File: src/rtl/decode_stage.sv
// rtl/decode_stage.sv - RV32I in-order decode (ID) stage with load-use interlock
//
// Purpose: holds one fetched instruction in the D register while the
// synchronous register file returns its operands. It then presents a
// registered ID/EX bundle (decoded fields, sign-extended immediate and
// operand values) to execute under a valid/ready handshake.
//
// Ports:
//   clk, rst                 clock, asynchronous active-low reset
//   if_valid/if_pc/if_inst   fetch side; transfer when if_valid && id_ready
//   id_ready                 decode can take an instruction this cycle
//   rs1_s/rs2_s              register-file read addresses
//   rs1_v/rs2_v              register-file read data (one cycle after address)
//   flush                    execute redirect, kills D and the ID/EX bundle
//   ex_ready                 execute accepts the ID/EX bundle
//   id_valid ... id_illegal  registered ID/EX bundle

module decode_stage (
  input  logic        clk,
  input  logic        rst,
  input  logic        if_valid,
  input  logic [31:0] if_pc,
  input  logic [31:0] if_inst,
  output logic        id_ready,
  output logic [4:0]  rs1_s,
  output logic [4:0]  rs2_s,
  input  logic [31:0] rs1_v,
  input  logic [31:0] rs2_v,
  input  logic        flush,
  input  logic        ex_ready,
  output logic        id_valid,
  output logic [31:0] id_pc,
  output logic [31:0] id_inst,
  output logic [31:0] id_rs1_v,
  output logic [31:0] id_rs2_v,
  output logic [4:0]  id_rs1_s,
  output logic [4:0]  id_rs2_s,
  output logic [4:0]  id_rd_s,
  output logic [31:0] id_imm,
  output logic        id_is_load,
  output logic        id_illegal
);

  localparam logic [6:0] OP_LUI    = 7'b0110111;
  localparam logic [6:0] OP_AUIPC  = 7'b0010111;
  localparam logic [6:0] OP_JAL    = 7'b1101111;
  localparam logic [6:0] OP_JALR   = 7'b1100111;
  localparam logic [6:0] OP_BRANCH = 7'b1100011;
  localparam logic [6:0] OP_LOAD   = 7'b0000011;
  localparam logic [6:0] OP_STORE  = 7'b0100011;
  localparam logic [6:0] OP_IMM    = 7'b0010011;
  localparam logic [6:0] OP_REG    = 7'b0110011;

  // D register
  logic        r_d_valid;
  logic [31:0] r_d_pc;
  logic [31:0] r_d_inst;

  // ID/EX register
  logic        r_id_valid;
  logic [31:0] r_id_pc;
  logic [31:0] r_id_inst;
  logic [31:0] r_id_rs1_v;
  logic [31:0] r_id_rs2_v;
  logic [4:0]  r_id_rs1_s;
  logic [4:0]  r_id_rs2_s;
  logic [4:0]  r_id_rd_s;
  logic [31:0] r_id_imm;
  logic        r_id_is_load;
  logic        r_id_illegal;

  // Decode of the instruction held in D
  logic [6:0]  w_opc;
  logic [31:0] w_imm_i;
  logic [31:0] w_imm_s;
  logic [31:0] w_imm_b;
  logic [31:0] w_imm_u;
  logic [31:0] w_imm_j;
  logic        w_use_rs1;
  logic        w_use_rs2;
  logic        w_has_rd;
  logic [31:0] w_imm;
  logic        w_is_load;
  logic        w_illegal;
  logic [4:0]  w_dec_rs1;
  logic [4:0]  w_dec_rs2;
  logic [4:0]  w_dec_rd;

  logic        w_load_use;
  logic        w_out_free;
  logic        w_d_advance;
  logic        w_d_load;

  assign w_opc   = r_d_inst[6:0];
  assign w_imm_i = {{20{r_d_inst[31]}}, r_d_inst[31:20]};
  assign w_imm_s = {{20{r_d_inst[31]}}, r_d_inst[31:25], r_d_inst[11:7]};
  assign w_imm_b = {{19{r_d_inst[31]}}, r_d_inst[31], r_d_inst[7],
                    r_d_inst[30:25], r_d_inst[11:8], 1'b0};
  assign w_imm_u = {r_d_inst[31:12], 12'b0};
  assign w_imm_j = {{11{r_d_inst[31]}}, r_d_inst[31], r_d_inst[19:12],
                    r_d_inst[20], r_d_inst[30:21], 1'b0};

  always_comb begin
    w_use_rs1 = 1'b0;
    w_use_rs2 = 1'b0;
    w_has_rd  = 1'b0;
    w_imm     = 32'd0;
    w_is_load = 1'b0;
    w_illegal = 1'b0;
    case (w_opc)
      OP_REG: begin
        w_use_rs1 = 1'b1;
        w_use_rs2 = 1'b1;
        w_has_rd  = 1'b1;
      end
      OP_IMM, OP_JALR: begin
        w_use_rs1 = 1'b1;
        w_has_rd  = 1'b1;
        w_imm     = w_imm_i;
      end
      OP_LOAD: begin
        w_use_rs1 = 1'b1;
        w_has_rd  = 1'b1;
        w_imm     = w_imm_i;
        w_is_load = 1'b1;
      end
      OP_STORE: begin
        w_use_rs1 = 1'b1;
        w_use_rs2 = 1'b1;
        w_imm     = w_imm_s;
      end
      OP_BRANCH: begin
        w_use_rs1 = 1'b1;
        w_use_rs2 = 1'b1;
        w_imm     = w_imm_b;
      end
      OP_LUI, OP_AUIPC: begin
        w_has_rd  = 1'b1;
        w_imm     = w_imm_u;
      end
      OP_JAL: begin
        w_has_rd  = 1'b1;
        w_imm     = w_imm_j;
      end
      default: w_illegal = 1'b1;
    endcase
  end

  // Unused fields read as x0 so they can never match a load destination
  assign w_dec_rs1 = w_use_rs1 ? r_d_inst[19:15] : 5'd0;
  assign w_dec_rs2 = w_use_rs2 ? r_d_inst[24:20] : 5'd0;
  assign w_dec_rd  = w_has_rd  ? r_d_inst[11:7]  : 5'd0;

  assign w_load_use = r_d_valid && r_id_valid && r_id_is_load && (r_id_rd_s != 5'd0) &&
                      ((r_id_rd_s == w_dec_rs1) || (r_id_rd_s == w_dec_rs2));

  assign w_out_free  = !r_id_valid || ex_ready;
  assign w_d_advance = r_d_valid && w_out_free && !w_load_use;
  assign id_ready    = flush || !r_d_valid || w_d_advance;
  assign w_d_load    = if_valid && id_ready && !flush;

  // While D is held, keep re-reading its sources so writebacks during a
  // stall land in the operands captured on the advance edge.
  assign rs1_s = w_d_load ? if_inst[19:15] : r_d_inst[19:15];
  assign rs2_s = w_d_load ? if_inst[24:20] : r_d_inst[24:20];

  always_ff @(posedge clk or negedge rst) begin
    if (!rst) begin
      r_d_valid    <= 1'b0;
      r_d_pc       <= 32'd0;
      r_d_inst     <= 32'd0;
      r_id_valid   <= 1'b0;
      r_id_pc      <= 32'd0;
      r_id_inst    <= 32'd0;
      r_id_rs1_v   <= 32'd0;
      r_id_rs2_v   <= 32'd0;
      r_id_rs1_s   <= 5'd0;
      r_id_rs2_s   <= 5'd0;
      r_id_rd_s    <= 5'd0;
      r_id_imm     <= 32'd0;
      r_id_is_load <= 1'b0;
      r_id_illegal <= 1'b0;
    end else if (flush) begin
      r_d_valid  <= 1'b0;
      r_id_valid <= 1'b0;
    end else begin
      if (w_d_load) begin
        r_d_valid <= 1'b1;
        r_d_pc    <= if_pc;
        r_d_inst  <= if_inst;
      end else if (w_d_advance) begin
        r_d_valid <= 1'b0;
      end

      if (w_d_advance) begin
        r_id_valid   <= 1'b1;
        r_id_pc      <= r_d_pc;
        r_id_inst    <= r_d_inst;
        r_id_rs1_v   <= rs1_v;
        r_id_rs2_v   <= rs2_v;
        r_id_rs1_s   <= w_dec_rs1;
        r_id_rs2_s   <= w_dec_rs2;
        r_id_rd_s    <= w_dec_rd;
        r_id_imm     <= w_imm;
        r_id_is_load <= w_is_load;
        r_id_illegal <= w_illegal;
      end else if (ex_ready) begin
        r_id_valid <= 1'b0;
      end
    end
  end

  assign id_valid   = r_id_valid;
  assign id_pc      = r_id_pc;
  assign id_inst    = r_id_inst;
  assign id_rs1_v   = r_id_rs1_v;
  assign id_rs2_v   = r_id_rs2_v;
  assign id_rs1_s   = r_id_rs1_s;
  assign id_rs2_s   = r_id_rs2_s;
  assign id_rd_s    = r_id_rd_s;
  assign id_imm     = r_id_imm;
  assign id_is_load = r_id_is_load;
  assign id_illegal = r_id_illegal;

endmodule

File: config.mk
export PLATFORM = sky130hd
export DESIGN_NAME = decode_stage
export DESIGN_NICKNAME = d
export VERILOG_FILES = /design/src/rtl/decode_stage.sv
export SDC_FILE = /design/constraint.sdc
export NUM_CORES = 1
export LEC_CHECK = 0
export BUFFER_PORTS_ARGS = -buffer_cell sky130_fd_sc_hd__buf_4
export CORE_UTILIZATION = 50
export DETAILED_ROUTE_END_ITERATION = 8
export PLACE_DENSITY = 0.88
export SYNTH_ARGS = -nofsm -noshare
export SYNTH_HDL_FRONTEND = slang
export SYNTH_SLANG_ARGS = --single-unit
File: constraint.sdc
create_clock -name clk -period 3.6 [get_ports clk]
set_clock_uncertainty 0.05 [all_clocks]
set_input_delay 0.36 -clock clk [delete_from_list [all_inputs] [get_ports clk]]
set_output_delay 0.36 -clock clk [all_outputs]
set_load 0.02 [all_outputs]
; Yosys cells after proc, flatten, opt, wreduce, memory -nomap -nowiden
; Cells that the tools add are included.
[word_totals]
regBits = 243
input_bits = 133
output_inout_bits = 189
wordCells = 70
latchBits = 0
mem_bits_rw = 0
n_memories = 0
rom_bits = 0
[op_classes]
reduce_logical = 27
shifts = 0
n_div = 0
n_bitwise = 1
n_eq_ne = 11
n_mux = 17
addsub = 0
mul = 0
order_cmp = 0
[ops]
columns = op, n
row1 = one-hot mux 32 bit (5 select lines), 1
row2 = two-way mux 5 bit, 5
row3 = "== test 7 x 6 -> 1 bit, second input constant", 3
row4 = "== test 7 bit, second input constant", 3
row5 = "== test 7 x 5 -> 1 bit, second input constant", 2
row6 = two-way mux 1 bit, 11
row7 = == test 5 bit, 2
row8 = OR reduction 9 bit, 1
row9 = logical AND 1 bit, 8
row10 = "== test 7 x 2 -> 1 bit, second input constant", 1
row11 = OR reduction 7 bit, 1
row12 = nonzero test 3 bit, 2
row13 = OR reduction 3 bit, 2
row14 = OR reduction 6 bit, 1
row15 = nonzero test 5 bit, 1
row16 = logical NOT 1 bit, 4
row17 = logical OR 1 bit, 4
row18 = AND reduction 2 bit, 2
row19 = OR reduction 2 bit, 1
row20 = inverter 1 bit, 1

; Depth between registers and ports, before layout
; Gate-level depths: netlist of the first run.
[depth]
depth_word = 14
mapped_depth = 11
mapped_depth_nobuf = 6

; Worst setup path before layout of the first run
; Ideal clock, no wire load.
[synth_timing]
path_kind = register to output
startpoint = register r_d_inst[3]
endpoint = output rs2_s[4]
stages_incl_launch_ff = 12
slack_ps = 590
arrival_ps = 2600
path_buffers = 5
t_required_ps = 3190
cell_sequence = dfrtp_1 buf_2 and4bb_2 and2_1 buf_4 a22oi_1 or4_1 clkbuf_1 and2_1 buf_2 buf_2 o211ai_1
[synth_via]
elab_chain_cells = 13
word_cells_on_any_way = 22
classes_between = eq/ne (8) / mux (5) / reduce/logical (9)
[synth_rtl]
columns = item, line_no
row1 = from (decl), 57  ; logic [31:0] r_d_inst;
row2 = from (signal assigned), 190  ; r_d_inst <= if_inst;
row3 = == test 7 bit (tied with other cells), 110  ; case (w_opc)
row4 = OR reduction 6 bit (no source line) / OR reduction 3 bit (equally long branches), n/a
row5 = two-way mux 1 bit, 110
row6 = two-way mux 5 bit (on tied branches), "150, 151"
row7 = == test 5 bit, 155  ; ((r_id_rd_s == w_dec_rs1) || (r_id_rd_s == w_dec_rs2));
row8 = logical OR 1 bit (*), 155
row9 = logical AND 1 bit (*), 154  ; assign w_load_use = r_d_valid && r_id_valid && r_id_is_load && (r_id_rd_s != 5'd0) &&
row10 = logical NOT 1 bit (*), 158  ; assign w_d_advance = r_d_valid && w_out_free && !w_load_use;
row11 = logical AND 1 bit (*), 158
row12 = logical OR 1 bit (*), 159  ; assign id_ready = flush || !r_d_valid || w_d_advance;
row13 = logical AND 1 bit (*) (2 in series), 160  ; assign w_d_load = if_valid && id_ready && !flush;
row14 = two-way mux 5 bit (*), 165  ; assign rs2_s = w_d_load ? if_inst[24:20] : r_d_inst[24:20];
row15 = to (decl), 26  ; output logic [4:0] rs2_s,
; Every way passes the cells marked *; elsewhere a longest branch is shown, timed or not.

; Worst setup path after layout of the first run
[layout_timing]
startpoint = register r_d_inst[4]
endpoint = output rs1_s[4]
[layout_via]
elab_chain_cells = 13
word_cells_on_any_way = 22
classes_between = eq/ne (8) / mux (5) / reduce/logical (9)
[layout_rtl]
columns = item, line_no
row1 = == test 7 bit (tied with other cells), 110
row2 = OR reduction 6 bit (no source line) / OR reduction 3 bit (equally long branches), n/a
row3 = two-way mux 1 bit, 110
row4 = two-way mux 5 bit (on tied branches), "150, 151"
row5 = == test 5 bit, 155
row6 = logical OR 1 bit (*), 155
row7 = logical AND 1 bit (*), 154
row8 = logical NOT 1 bit (*), 158
row9 = logical AND 1 bit (*), 158
row10 = logical OR 1 bit (*), 159
row11 = logical AND 1 bit (*) (2 in series), 160
row12 = two-way mux 5 bit (*), 164  ; assign rs1_s = w_d_load ? if_inst[19:15] : r_d_inst[19:15];
row13 = to (decl), 25  ; output logic [4:0] rs1_s,
; Marked as above.

==> impl_results.md, run 1 <==
* Yosys reg bits at 243
* Max-slew violations at 0
* Adder-Cell Fraction of Synth Area at 0%
* Fraction of layout cells with a size suffix above 1 at 41.61%
* Pre-Repair DR Iteration Count at 5
* CTS buffer count at 26
* H-tree levels at 1
* Syn_nets at 1,058
* Simple-gate share of the synthesized area at 8.902%
* Die width at 150.5 um
* Detailed-placement wirelength estimate at 21,630 um
* Vias in the first global route at 9,392
* Nets at 1,391
* Ant. Diodes at 0
* Total power at 0.008935 W
* CTS root buf: clkbuf_16
* Worst r2r path cells at 8
* Syn Area/Cell at 11.91 um2
* Worst min path class: primary input to flop
* Crit. End Element: output port
* Register Area at 6082 um2
* FF-to-FF End: id_rs1_v[26]
* Slew headroom at 45.50%
* Setup Viol. Count Final at 0
* Initial antenna violation count at 0
* Ys Warns at 0
* Later-pin clock latency in the skew report at 0.53 ns
* Design area at 14,940 um2
* CTS tree: done
* RePlAce Congestion at 0.8798
* Congestion Overflow GR at 0
* Xor/xnor cell area share of the yosys netlist at 0.3179%
* Drt total wl at 33,160 um
* Placed insts at 1,470
* Multi-input logic area at 4448 um2
* Worst IR drop on VDD at 397.0 uV
* Total GRT Usage at 28.79%
* IO buf count at 321
* Minimum clock period at 3.490 ns
* CP startpoint: r_d_inst[4]
* # rows at 53
* Post-CTS setup repair buffer count at 0
* Startpoint Class: flop
* Multiplexer share of the synthesized area at 17.89%
* Maximum clock frequency at 0.2866 GHz
* Vias at 9,354
* WHS Path Cells at 2
* Layout Cells excl Fill at 1,551
* Outcome: finished clean
* First-pass GRT wire length at 50,890 um
* RSZ-0062 raised after global routing: yes
* Worst-path maximum fanout at 38
* Final Hold Vio Count at 0
* Complex-gate fraction of the synthesized area at 12.59%
* Tcrit/Tclk final at 96.94%
* Cells after synthesis at 925
* Launching point of the worst reg2reg path: r_d_inst[4]
* Area after DPL at 13,680 um2
* Largest net degree at the start of global routing at 95
* DRT iter0 DRCs at 600
* Max clock buf depth at 3
* Worst slew pin tran at 0.8154 ns
* Die footprint at 22,640 um2
* Unique cell type count in the Yosys netlist at 46
* Fillers at 1,434
* Detail Route Antenna Nets at 0
* Finished Core Util at 70.18%
* Seq/Total Area, Yosys at 55.18%
* CP Data Arrival Time at 3.08 ns
* Remaining DRCs at 0
* Clock transition at path regs at 0.06 ns
* P per Cell Area at 598.1 nW/um2
* IO Pins at 322
* Post-Synthesis Cell Area at 11,020 um2
* DR WL/cell at 21.38 um
* R2R Setup Slk at 0.56 ns
* Max Cap Viol at 0
* Leakage at 6.991 nW
* Largest family of logic cells by synthesized area: multiplexers
* CP required at 3.19 ns
* Worst setup endpoint: rs1_s[4]
* Area Growth Syn to Fin at 35.56%
* Clock Sinks at 243
* Hold_sp: rs2_v[31]
* Die H at 150.5 um
* Via density at 6.031
* Initial Utilization at 51.77%
* Core ar. at 21,290 um2
* Critical path class: flop to output port
==> worst min path at each step <==
stage                    to  slack, ns
6_report       id_rs2_v[31]       0.01
5_1_grt        id_rs2_v[24]      0.002
4_1_cts        id_rs1_v[13]     0.0001
3_5_place_dp     id_inst[9]       0.38
3_3_place_gp     id_inst[9]       0.39
2_1_floorplan    id_illegal       0.01
==> stage by stage <==
step,TNS [ns],setup slack (ns),hold slack [ns]
after floorplan,0,0.5902,0.01441
after global placement,0,0.3841,0.3866
after detailed placement,0,0.3350,0.3849
after CTS,0,0.01081,0.0001217
after global routing,-0.01915,-0.01025,0.001885
final,0,0.1102,0.01047
==> state kept, by name, summed over array words and instances (netlist names) <==
| register | count |
|---|---|
| id_illegal | 1 |
| id_imm | 32 |
| id_inst | 32 |
| id_is_load | 1 |
| id_pc | 32 |
| id_rd_s | 5 |
| id_rs1_s | 5 |
| id_rs1_v | 32 |
| id_rs2_s | 5 |
| id_rs2_v | 32 |
| id_valid | 1 |
| r_d_inst | 32 |
| r_d_pc | 32 |
| r_d_valid | 1 |
==> critical path, cell delays in order (launching register included) <==
cell and delay, ns:
dfrtp_1 0.38, buf_4 0.17, and3b_2 0.33, o211ai_1 0.13, a222oi_1 0.50, o2111ai_4 0.27, buf_6 0.29, nand4_1 0.16
o211ai_1 0.11, buf_4 0.19
==> synthesized netlist by cell type (all sizes together) <==
master   number  area (um2)
a21o          7       52.55
o21a          2       15.01
or4           1       7.510
clkbuf       42       157.7
dfrtp       243        6081
mux2        144        1622
a22o          4       35.03
mux2i        35       350.3
and4b         1       10.01
nand3         7       40.04
nor2          9       33.78
o22ai         2       12.51
inv          35       131.4
nor4b         1       8.760
and4bb        1       12.51
nand2        86       322.8
a31oi         1       6.260
xnor2         2       17.52
a21boi        1       7.510
o211ai       77       578.1
a22oi        66       495.5
nor3b         2       15.01
xor2          2       17.52
a32o          1       10.01
o21ai         4       20.02
nand4        62       387.9
nand2b        4       25.02
o2111ai       1       8.760
o211a         1       10.01
and2          4       25.02
a2111o        1       11.26
a31o          2       17.52
buf          41       274.0
o31ai         1       7.510
a21oi        18       90.09
or3           1       6.260
nor3          1       5.000
a222oi        1       10.01
nor2b         5       31.28
nand3b        2       15.01
and3b         4       35.03
==> report_power, final <==
part           switching (W)  leakage [nW]  internal, W
sequential          0.000414          2.95      0.00328
combinational        0.00133          3.61      0.00120
clock                0.00108         0.431      0.00163
total                0.00282          6.99      0.00611
==> cells in the final DEF (no fill, tap or decap), types with 3 or more instances in the layout <==
| cell | count |
|---|---|
| o21ai_0 | 4 |
| clkbuf_1 | 5 |
| mux2_2 | 120 |
| a22oi_1 | 66 |
| dfrtp_1 | 242 |
| clkbuf_8 | 8 |
| buf_4 | 345 |
| clkbuf_16 | 26 |
| a21o_1 | 6 |
| buf_12 | 3 |
| mux2_1 | 24 |
| nand2_1 | 86 |
| a21oi_1 | 18 |
| buf_6 | 3 |
| nor2_4 | 3 |
| nor2_1 | 6 |
| nand4_1 | 62 |
| nand2b_1 | 4 |
| clkinv_2 | 3 |
| nand3_1 | 6 |
| a22o_1 | 4 |
| dlygate4sd3_1 | 34 |
| o211ai_1 | 77 |
| inv_1 | 35 |
| mux2i_1 | 35 |
| nor2b_1 | 5 |
==> per-layer routing <==
layer | part of all wire [%] | vias up | GRT usage (%)
li1 | - | 4060 | -
met1 | 37 | 4667 | 35.54
met2 | 50 | 529 | 48.29
met3 | 9.6 | 98 | 7.242
met4 | 4.0 | 0 | 11.41
met5 | 0 | - | 0
==> logic make-up (layout without fill, tap and decap cells) <==
kind of cell / Yosys count / in the layout
xor+xnor: 4 / 4
buf+inv: 118 / 468
flops: 243 / 243
simple gates: 191 / 192
mux: 179 / 179
compound gates: 190 / 190
==> repair_timing <==
item / in CTS / in global routing
endpoints found under the setup margin: 11 / 11
cloned: 1 / 0
resized for setup: 7 / 5
hold endpoints to repair: 122 / 1
pin swaps: 1 / 1
hold buffers: 33 / 1
==> final cells by class <==
type / count / area share [%]
Sequential cell: 243 / 40.72
Clock buffer: 39 / 5.218
Multi-Input combinational cell: 565 / 29.78
Tap cell: 275 / 2.303
Inverter: 35 / 0.8795
Clock inverter: 7 / 0.6617
Timing Repair Buffer: 387 / 20.45
(Power assumes the default switching activity.)
==> run 2: changes to the inputs <==
--- a/config.mk
+++ b/config.mk
@@ -7,6 +7,7 @@
 export LEC_CHECK = 0
 export BUFFER_PORTS_ARGS = -buffer_cell sky130_fd_sc_hd__buf_4
 export CORE_UTILIZATION = 50
+export CTS_BUF_LIST = sky130_fd_sc_hd__clkbuf_2
 export DETAILED_ROUTE_END_ITERATION = 8
 export PLACE_DENSITY = 0.88
 export SYNTH_ARGS = -nofsm -noshare
==> run 2 against run 1 <==
Against the previous run: the flow now finishes with violations (negative setup slack); wire length grew 14%; combinational power grew 6%; final area grew 6.8%; cell count grew 12%; critical path depth shrank 1; non-clock buffer count grew 120; global-route usage grew 4.1 points; flip-flop and latch count is the same; die area is the same; largest cell class unchanged; highest routed layer unchanged.
==> impl_results.md, run 2 (synthesis gave the netlist of run 1 again) <==
* Outcome: finished with violations
* Failing checks: negative setup slack
* CTS buffer count at 67 (+160%)
* WHS Path Cells at 4 (+2)
* Setup TNS at -0.3156 ns (-0.3156 ns)
* Drt total wl at 37,880 um (+14%)
* Maximum clock frequency at 0.2695 GHz (-6.0%)
* IO buf count at 321 (unchanged)
* Most frequent cells in the layout: buf_4, dfrtp_1, dlygate4sd3_1, mux2_2, clkbuf_2
* # rows at 53 (unchanged)
* Worst r2r path cells at 13 (+5)
* DRT iter0 DRCs at 718 (+20%)
* Max-slew violations at 0 (unchanged)
* Vias at 10,317 (+10%)
* Die H at 150.5 um (unchanged)
* Minimum clock period at 3.711 ns (+0.2210 ns)
* CTS tree: done
* Total GRT Usage at 32.87% (+4.1 points)
* Hold Path End: r_d_inst[3]
* Via density at 5.929 (-1.7%)
* Final Hold Vio Count at 0 (unchanged)
* Die footprint at 22,640 um2 (unchanged)
* Pre-Repair DR Iteration Count at 8 (+3)
* CP required at 3.19 ns (about the same)
* Detail Route Antenna Nets at 0 (unchanged)
* R2R Setup Slk at 0.04 ns (-0.52 ns)
* Commonest non-fill, non-tap cell in the layout: buf_4
* Slew headroom at 41.27% (-4.2 points)
* Launching point of the worst reg2reg path: r_d_inst[4]
* Max Cap Viol at 0 (unchanged)
* Fin worst setup slack at -0.1108 ns (-0.2210 ns)
* Worst min path class: primary input to flop
* Hold_sp: ex_ready
* Setup Viol. Count Final at 9 (+9)
* CTS root buf: clkbuf_2
* Vias in the first global route at 10,648 (+13%)
* Congestion Overflow GR at 0 (unchanged)
* Worst-path maximum fanout at 6 (-84%)
* Area Growth Syn to Fin at 44.76%
* Critical path class: flop to output port
* Area after DPL at 13,680 um2 (unchanged)
* Startpoint Class: flop
* H-tree levels at 3 (+2)
* CP startpoint: r_d_inst[4]
* Worst IR drop on VDD at 358.9 uV (-9.6%)
* Fraction of layout cells with a size suffix above 1 at 42.44% (+0.82 points)
* Worst slew pin tran at 0.8787 ns (+0.06331 ns)
* Initial Utilization at 51.77% (unchanged)
* Nets at 1,553 (+12%)
* Core ar. at 21,290 um2 (unchanged)
* CP Data Arrival Time at 3.30 ns (+0.22 ns)
* Leakage at 7.595 nW (+8.6%)
* Die width at 150.5 um (unchanged)
* Max clock buf depth at 3 (unchanged)
* Fillers at 1,301 (-9.3%)
* RSZ-0062 raised after global routing: yes
* Clock Sinks at 243 (unchanged)
* FF-to-FF End: id_valid
* Detailed-placement wirelength estimate at 21,630 um (unchanged)
* Clock transition at path regs at 0.10 ns (+0.04 ns)
* Remaining DRCs at 0 (unchanged)
* DR WL/cell at 21.77 um (+1.8%)
* First-pass GRT wire length at 56,810 um (+12%)
* Crit. End Element: output port
* Worst hold slack at 0.1160 ns (+0.1056 ns)
* Tcrit/Tclk final at 103.1% (+6.1 points)
* Later-pin clock latency in the skew report at 0.79 ns (+0.26 ns)
* IO Pins at 322 (unchanged)
* Design area at 15,950 um2 (+6.8%)
* P per Cell Area at 532.6 nW/um2 (-11%)
* Finished Core Util at 74.94% (+4.8 points)
* RePlAce Congestion at 0.8798 (unchanged)
* Largest net degree at the start of global routing at 95 (unchanged)
* Initial antenna violation count at 3 (+3)
-- run 2: metal layers --
layer	up-vias	global-route usage [%]	wire length [um]
li1	4428	-	-
met1	5055	38.24	13500
met2	675	54.40	18820
met3	159	8.758	3626
met4	0	19.70	1926
met5	-	0	0
-- run 2: area by class of cell --
type | count | area [um2] | share of cell area (%)
flip-flops and latches | 243 | 6086 | 38.15
multi-input cells | 566 | 4467 | 28.00
repair buffers | 507 | 4290 | 26.90
clock buffers | 98 | 490.5 | 3.075
well taps | 275 | 344.1 | 2.157
clock inverters | 12 | 132.6 | 0.8314
inverters | 35 | 131.4 | 0.8236
diodes | 4 | 10.01 | 0.06275
-- run 2: metrics by stage --
step                      worst slack [ns]  power [W]  std cells
final                              -0.1108   0.008496       1740
after global routing               -0.2186   0.008891       1739
after CTS                         0.004898   0.008418       1726
after detailed placement            0.3350   0.006198       1470
after global placement              0.3841   0.006100       1470
after floorplan                     0.5902   0.004966        925
-- run 2: worst max-delay path by stage --
stage	to	slack, ns	cells past startpoint
global placement	rs2_s[4]	0.38	7
global route	rs2_s[4]	-0.22	7
CTS	rs2_s[4]	0.005	8
detailed placement	rs2_s[4]	0.34	7
floorplan	rs2_s[4]	0.59	11
finish	rs2_s[4]	-0.11	8
-- run 2: what timing repair did --
action / CTS / global route
setup buffers: 10 / 9
cloned: 3 / 1
hold buffers: 133 / 0
endpoints found under the hold margin: 220 / 0
gates resized for setup: 21 / 9
endpoints found under the setup margin: 11 / 11
pin swaps: 7 / 18
-- run 2: power breakdown --
part | leakage, nW | switching [W] | internal [W]
clock network | 0.470 | 0.00117 | 0.000932
registers | 2.95 | 0.000432 | 0.00328
logic | 4.18 | 0.00140 | 0.00128
-- run 2: worst max-delay path: stages, from the launching register on --
cell and delay (ns):
dfrtp_1 0.40, buf_6 0.12, and3b_2 0.29, o211ai_1 0.15
a222oi_1 0.55, o2111ai_4 0.26, and2_4 0.28, o211ai_1 0.29
buf_4 0.21
==> run 3: changes to the inputs <==
--- a/config.mk
+++ b/config.mk
@@ -5,11 +5,15 @@
 export SDC_FILE = /design/constraint.sdc
 export NUM_CORES = 1
 export LEC_CHECK = 0
+export ABC_AREA = 1
 export BUFFER_PORTS_ARGS = -buffer_cell sky130_fd_sc_hd__buf_4
-export CORE_UTILIZATION = 50
+export CELL_PAD_IN_SITES_DETAIL_PLACEMENT = 0
+export CELL_PAD_IN_SITES_GLOBAL_PLACEMENT = 1
+export CORE_MARGIN = 10
+export CORE_UTILIZATION = 38
 export CTS_BUF_LIST = sky130_fd_sc_hd__clkbuf_2
 export DETAILED_ROUTE_END_ITERATION = 8
-export PLACE_DENSITY = 0.88
+export PLACE_DENSITY = 0.92
 export SYNTH_ARGS = -nofsm -noshare
 export SYNTH_HDL_FRONTEND = slang
 export SYNTH_SLANG_ARGS = --single-unit
==> run 3 against run 2 <==
Against the previous run: synthesized area is 9.5% lower; the flow now finishes without violations; power grew 1.0%; sequential share of layout area is 2.7 points higher; global-route usage is 12 points lower.
==> impl_results.md, run 3 <==
* Outcome: finished clean
* Launching point of the worst reg2reg path: r_d_inst[3]
* Post-synth ARST share at 100.0% (unchanged)
* CTS tree: done
* Largest net degree at the start of global routing at 229 (+140%)
* Tcrit/Tclk final at 98.48% (-4.6 points)
* Clock Power Share at 21.8% (-2.9 points)
* FF-to-FF End: id_imm[30]
* Clock transition at path regs at 0.10 ns (about the same)
* Leading post-synthesis cells by instance count: nand2_1, dfrtp_1, nand3_1
* P per Cell Area at 577.1 nW/um2 (+8.4%)
* Sw Pwr at 0.003256 W (+8.3%)
* Seq/Total Area, Yosys at 61.00% (+5.8 points)
* Pre-CTS setup slack at 0.3649 ns (+0.02987 ns)
* Worst setup endpoint: rs1_s[3]
* Syn Area/Cell at 8.631 um2 (-28%)
* Critical Path, Cell by Cell: nand2_1 -> nor2_2 -> o21ai_4 -> nand3_4 -> nand2_1 -> nand2_1 -> nand2_1 -> nor2_1 -> nand3_1 -> nand2_1 -> nand2_2 -> nand2_4 -> nand2_8 -> buf_12 -> nand2_8 -> nand2_1 -> nand2_1 -> buf_4
* CP required at 3.19 ns (about the same)
* Startpoint Class: flop
* Setup Viol. Count Final at 0 (-9)
* Die footprint at 33,110 um2 (+46%)
* Vias at 9,671 (-6.3%)
* Ys Warns at 0 (unchanged)
* R2R Setup Slk at 0.46 ns (+0.42 ns)
* Top post-synthesis cells by area: dfrtp_1, nand2_1, nand3_1
* Post-synth EDFFs at 0 (unchanged)
* Fin worst setup slack at 0.05481 ns (+0.1656 ns)
* CTS buffer count at 67 (unchanged)
* Worst min path class: primary input to flop
* Most frequent cells in the layout: nand2_1, buf_4, dfrtp_1, dlygate4sd3_1, clkbuf_2
* Worst-path maximum fanout at 6 (unchanged)
* Vias in the first global route at 10,184 (-4.4%)
* DR WL/cell at 17.69 um (-19%)
* Detail Route Antenna Nets at 0 (unchanged)
* Sequential power share at 43.9% (+0.2 points)
* IO buf count at 321 (unchanged)
* Post-synth top area share at 61.00% (+5.8 points)
* Detailed-placement wirelength estimate at 23,390 um (+8.2%)
* Net Sw Frac at 37.92% (+2.6 points)
* Area Growth Syn to Fin at 49.23%
* Internal at 0.005329 W (-2.9%)
* Synth Flop Type: dfrtp_1
* Final Hold Vio Count at 0 (unchanged)
* Combinational share of power at 34.3% (+2.7 points)
* Worst r2r path cells at 18 (+5)
* Yosys top cell by area: dfrtp_1
* Max clock buf depth at 3 (unchanged)
* # rows at 59 (+11%)
* RePlAce Congestion at 0.8675 (-1.4%)
* Max Cap Viol at 0 (unchanged)
* Yosys reg bits at 243 (unchanged)
* Die width at 182.0 um (+21%)
* H-tree levels at 3 (unchanged)
* Fillers at 2,283 (+75%)
* IO Pins at 322 (unchanged)
* DRT iter0 DRCs at 566 (-21%)
* Worst hold slack at 0.2401 ns (+0.1240 ns)
* Worst IR drop on VDD at 381.1 uV (+6.2%)
* CP Data Arrival Time at 3.14 ns (-0.16 ns)
* Max-slew violations at 0 (unchanged)
* Later-pin clock latency in the skew report at 0.82 ns (+0.03 ns)
* Slew headroom at 34.88% (-6.4 points)
* Crit-path most repeated cell: nand2_1
* Post-Synthesis Cell Area at 9968 um2 (-9.5%)
* CP startpoint: r_d_inst[4]
* Congestion Overflow GR at 0 (unchanged)
* Minimum clock period at 3.545 ns (-0.1656 ns)
* Drt total wl at 35,970 um (-5.0%)
* Syn_nets at 1,288 (+22%)
* Nets at 1,788 (+15%)
* First-pass GRT wire length at 56,450 um (-0.63%)
* Initial antenna violation count at 3 (unchanged)
* Fraction of layout cells with a size suffix above 1 at 28.75% (-14 points)
* Total GRT Usage at 21.16% (-12 points)
* Leakage at 8.175 nW (+7.6%)
* Total power at 0.008585 W (+1.0%)
* Core ar. at 25,910 um2 (+22%)
* Critical path class: flop to output port
* Max stage delay on crit path at 0.45 ns (-0.10 ns)
* Most instantiated library cell after synthesis: nand2_1
* RSZ-0062 raised after global routing: yes
* Commonest non-fill, non-tap cell in the layout: nand2_1
* Pre-Repair DR Iteration Count at 5 (-3)
* Cells after synthesis at 1,155 (+25%)
* Initial Utilization at 38.47% (-13 points)
* Via density at 4.757 (-20%)
* Worst slew pin tran at 0.9768 ns (+0.09816 ns)
* Maximum clock frequency at 0.2821 GHz (+4.7%)
* Die H at 182.0 um (+21%)
* Clock Sinks at 243 (unchanged)
* Unique cell type count in the Yosys netlist at 29 (-37%)
* Slowest CP cell: dfrtp_2
* CTS root buf: clkbuf_2
* Remaining DRCs at 0 (unchanged)
* Crit. End Element: output port
==> run 3: cell count changes after synthesis, moves of 61 or more <==
cell,change
nand2_1,+519
nand3_1,+77
nand4_1,-61
o211ai_1,-77
mux2_2,-120
a22oi_1,-66
==> run 3: cell type report <==
type,count,area (um2),area share (%)
antenna,4,10.01,0.06729
clock inverter,16,91.34,0.6140
clock buffer,92,460.4,3.095
timing repair buffer,488,4154,27.92
inverter,44,167.7,1.127
sequential,243,6082,40.89
multi-input combinational,811,3491,23.47
tap,335,419.2,2.818
==> run 3: per-layer routing <==
layer / global-route usage, % / vias up / wire length [um]
met5: 0 / - / 0
li1: - / 4657 / -
met4: 6.704 / 0 / 773
met1: 25.99 / 4553 / 15130
met3: 7.893 / 60 / 3328
met2: 33.81 / 401 / 16750
==> run 3: how the worst min path moves through the flow <==
stage / startpoint / endpoint / cells after the start
floorplan: rst / id_illegal / 0
global placement: rst / id_rs2_v[8] / 1
detailed placement: rst / id_rs2_v[8] / 1
CTS: if_valid / r_d_pc[6] / 6
global route: rs1_v[29] / id_rs1_v[29] / 4
finish: if_valid / r_d_pc[30] / 6
==> run 3: power groups by stage <==
stage	logic, W	registers, W	clock network [W]
2_1_floorplan	0.000808	0.00434	0
3_3_place_gp	0.00270	0.00378	0
3_5_place_dp	0.00273	0.00380	0
4_1_cts	0.00293	0.00376	0.00195
5_1_grt	0.00320	0.00385	0.00209
6_report	0.00294	0.00377	0.00187
==> run 3: cell families after synthesis <==
| group | after synthesis | synth area share [%] |
|---|---|---|
| simple gates | 726 | 28.93 |
| flops | 243 | 61.00 |
| buf+inv | 104 | 5.498 |
| compound gates | 80 | 4.393 |
| xor+xnor | 2 | 0.1758 |
==> run 3: stage by stage <==
step	setup TNS [ns]	instance area [um2]	instances	utilization [%]
6_report	0	14880	2033	57.41
2_1_floorplan	0	9968	1155	-
3_3_place_gp	0	12600	1765	48.62
5_1_grt	-1.570	14870	2031	57.39
3_5_place_dp	0	12600	1765	48.62
4_1_cts	-0.01263	14760	2023	56.95
==> run 3: what timing repair did <==
| action | 4_1_cts | 5_1_grt |
|---|---|---|
| hold endpoints to repair | 373 | 0 |
| resized for setup | 15 | 20 |
| hold buffers | 135 | 0 |
| cloned | 4 | 1 |
| setup buffers | 11 | 5 |
| pin swaps | 4 | 4 |
| setup endpoints to repair | 10 | 10 |
==> run 3: worst max-delay path: cells and delay by family (launching register included) <==
kind / cells / cell delay [ns]
buf+inv: 2 / 0.30
simple gates: 15 / 1.28
flops: 1 / 0.45
compound gates: 1 / 0.29
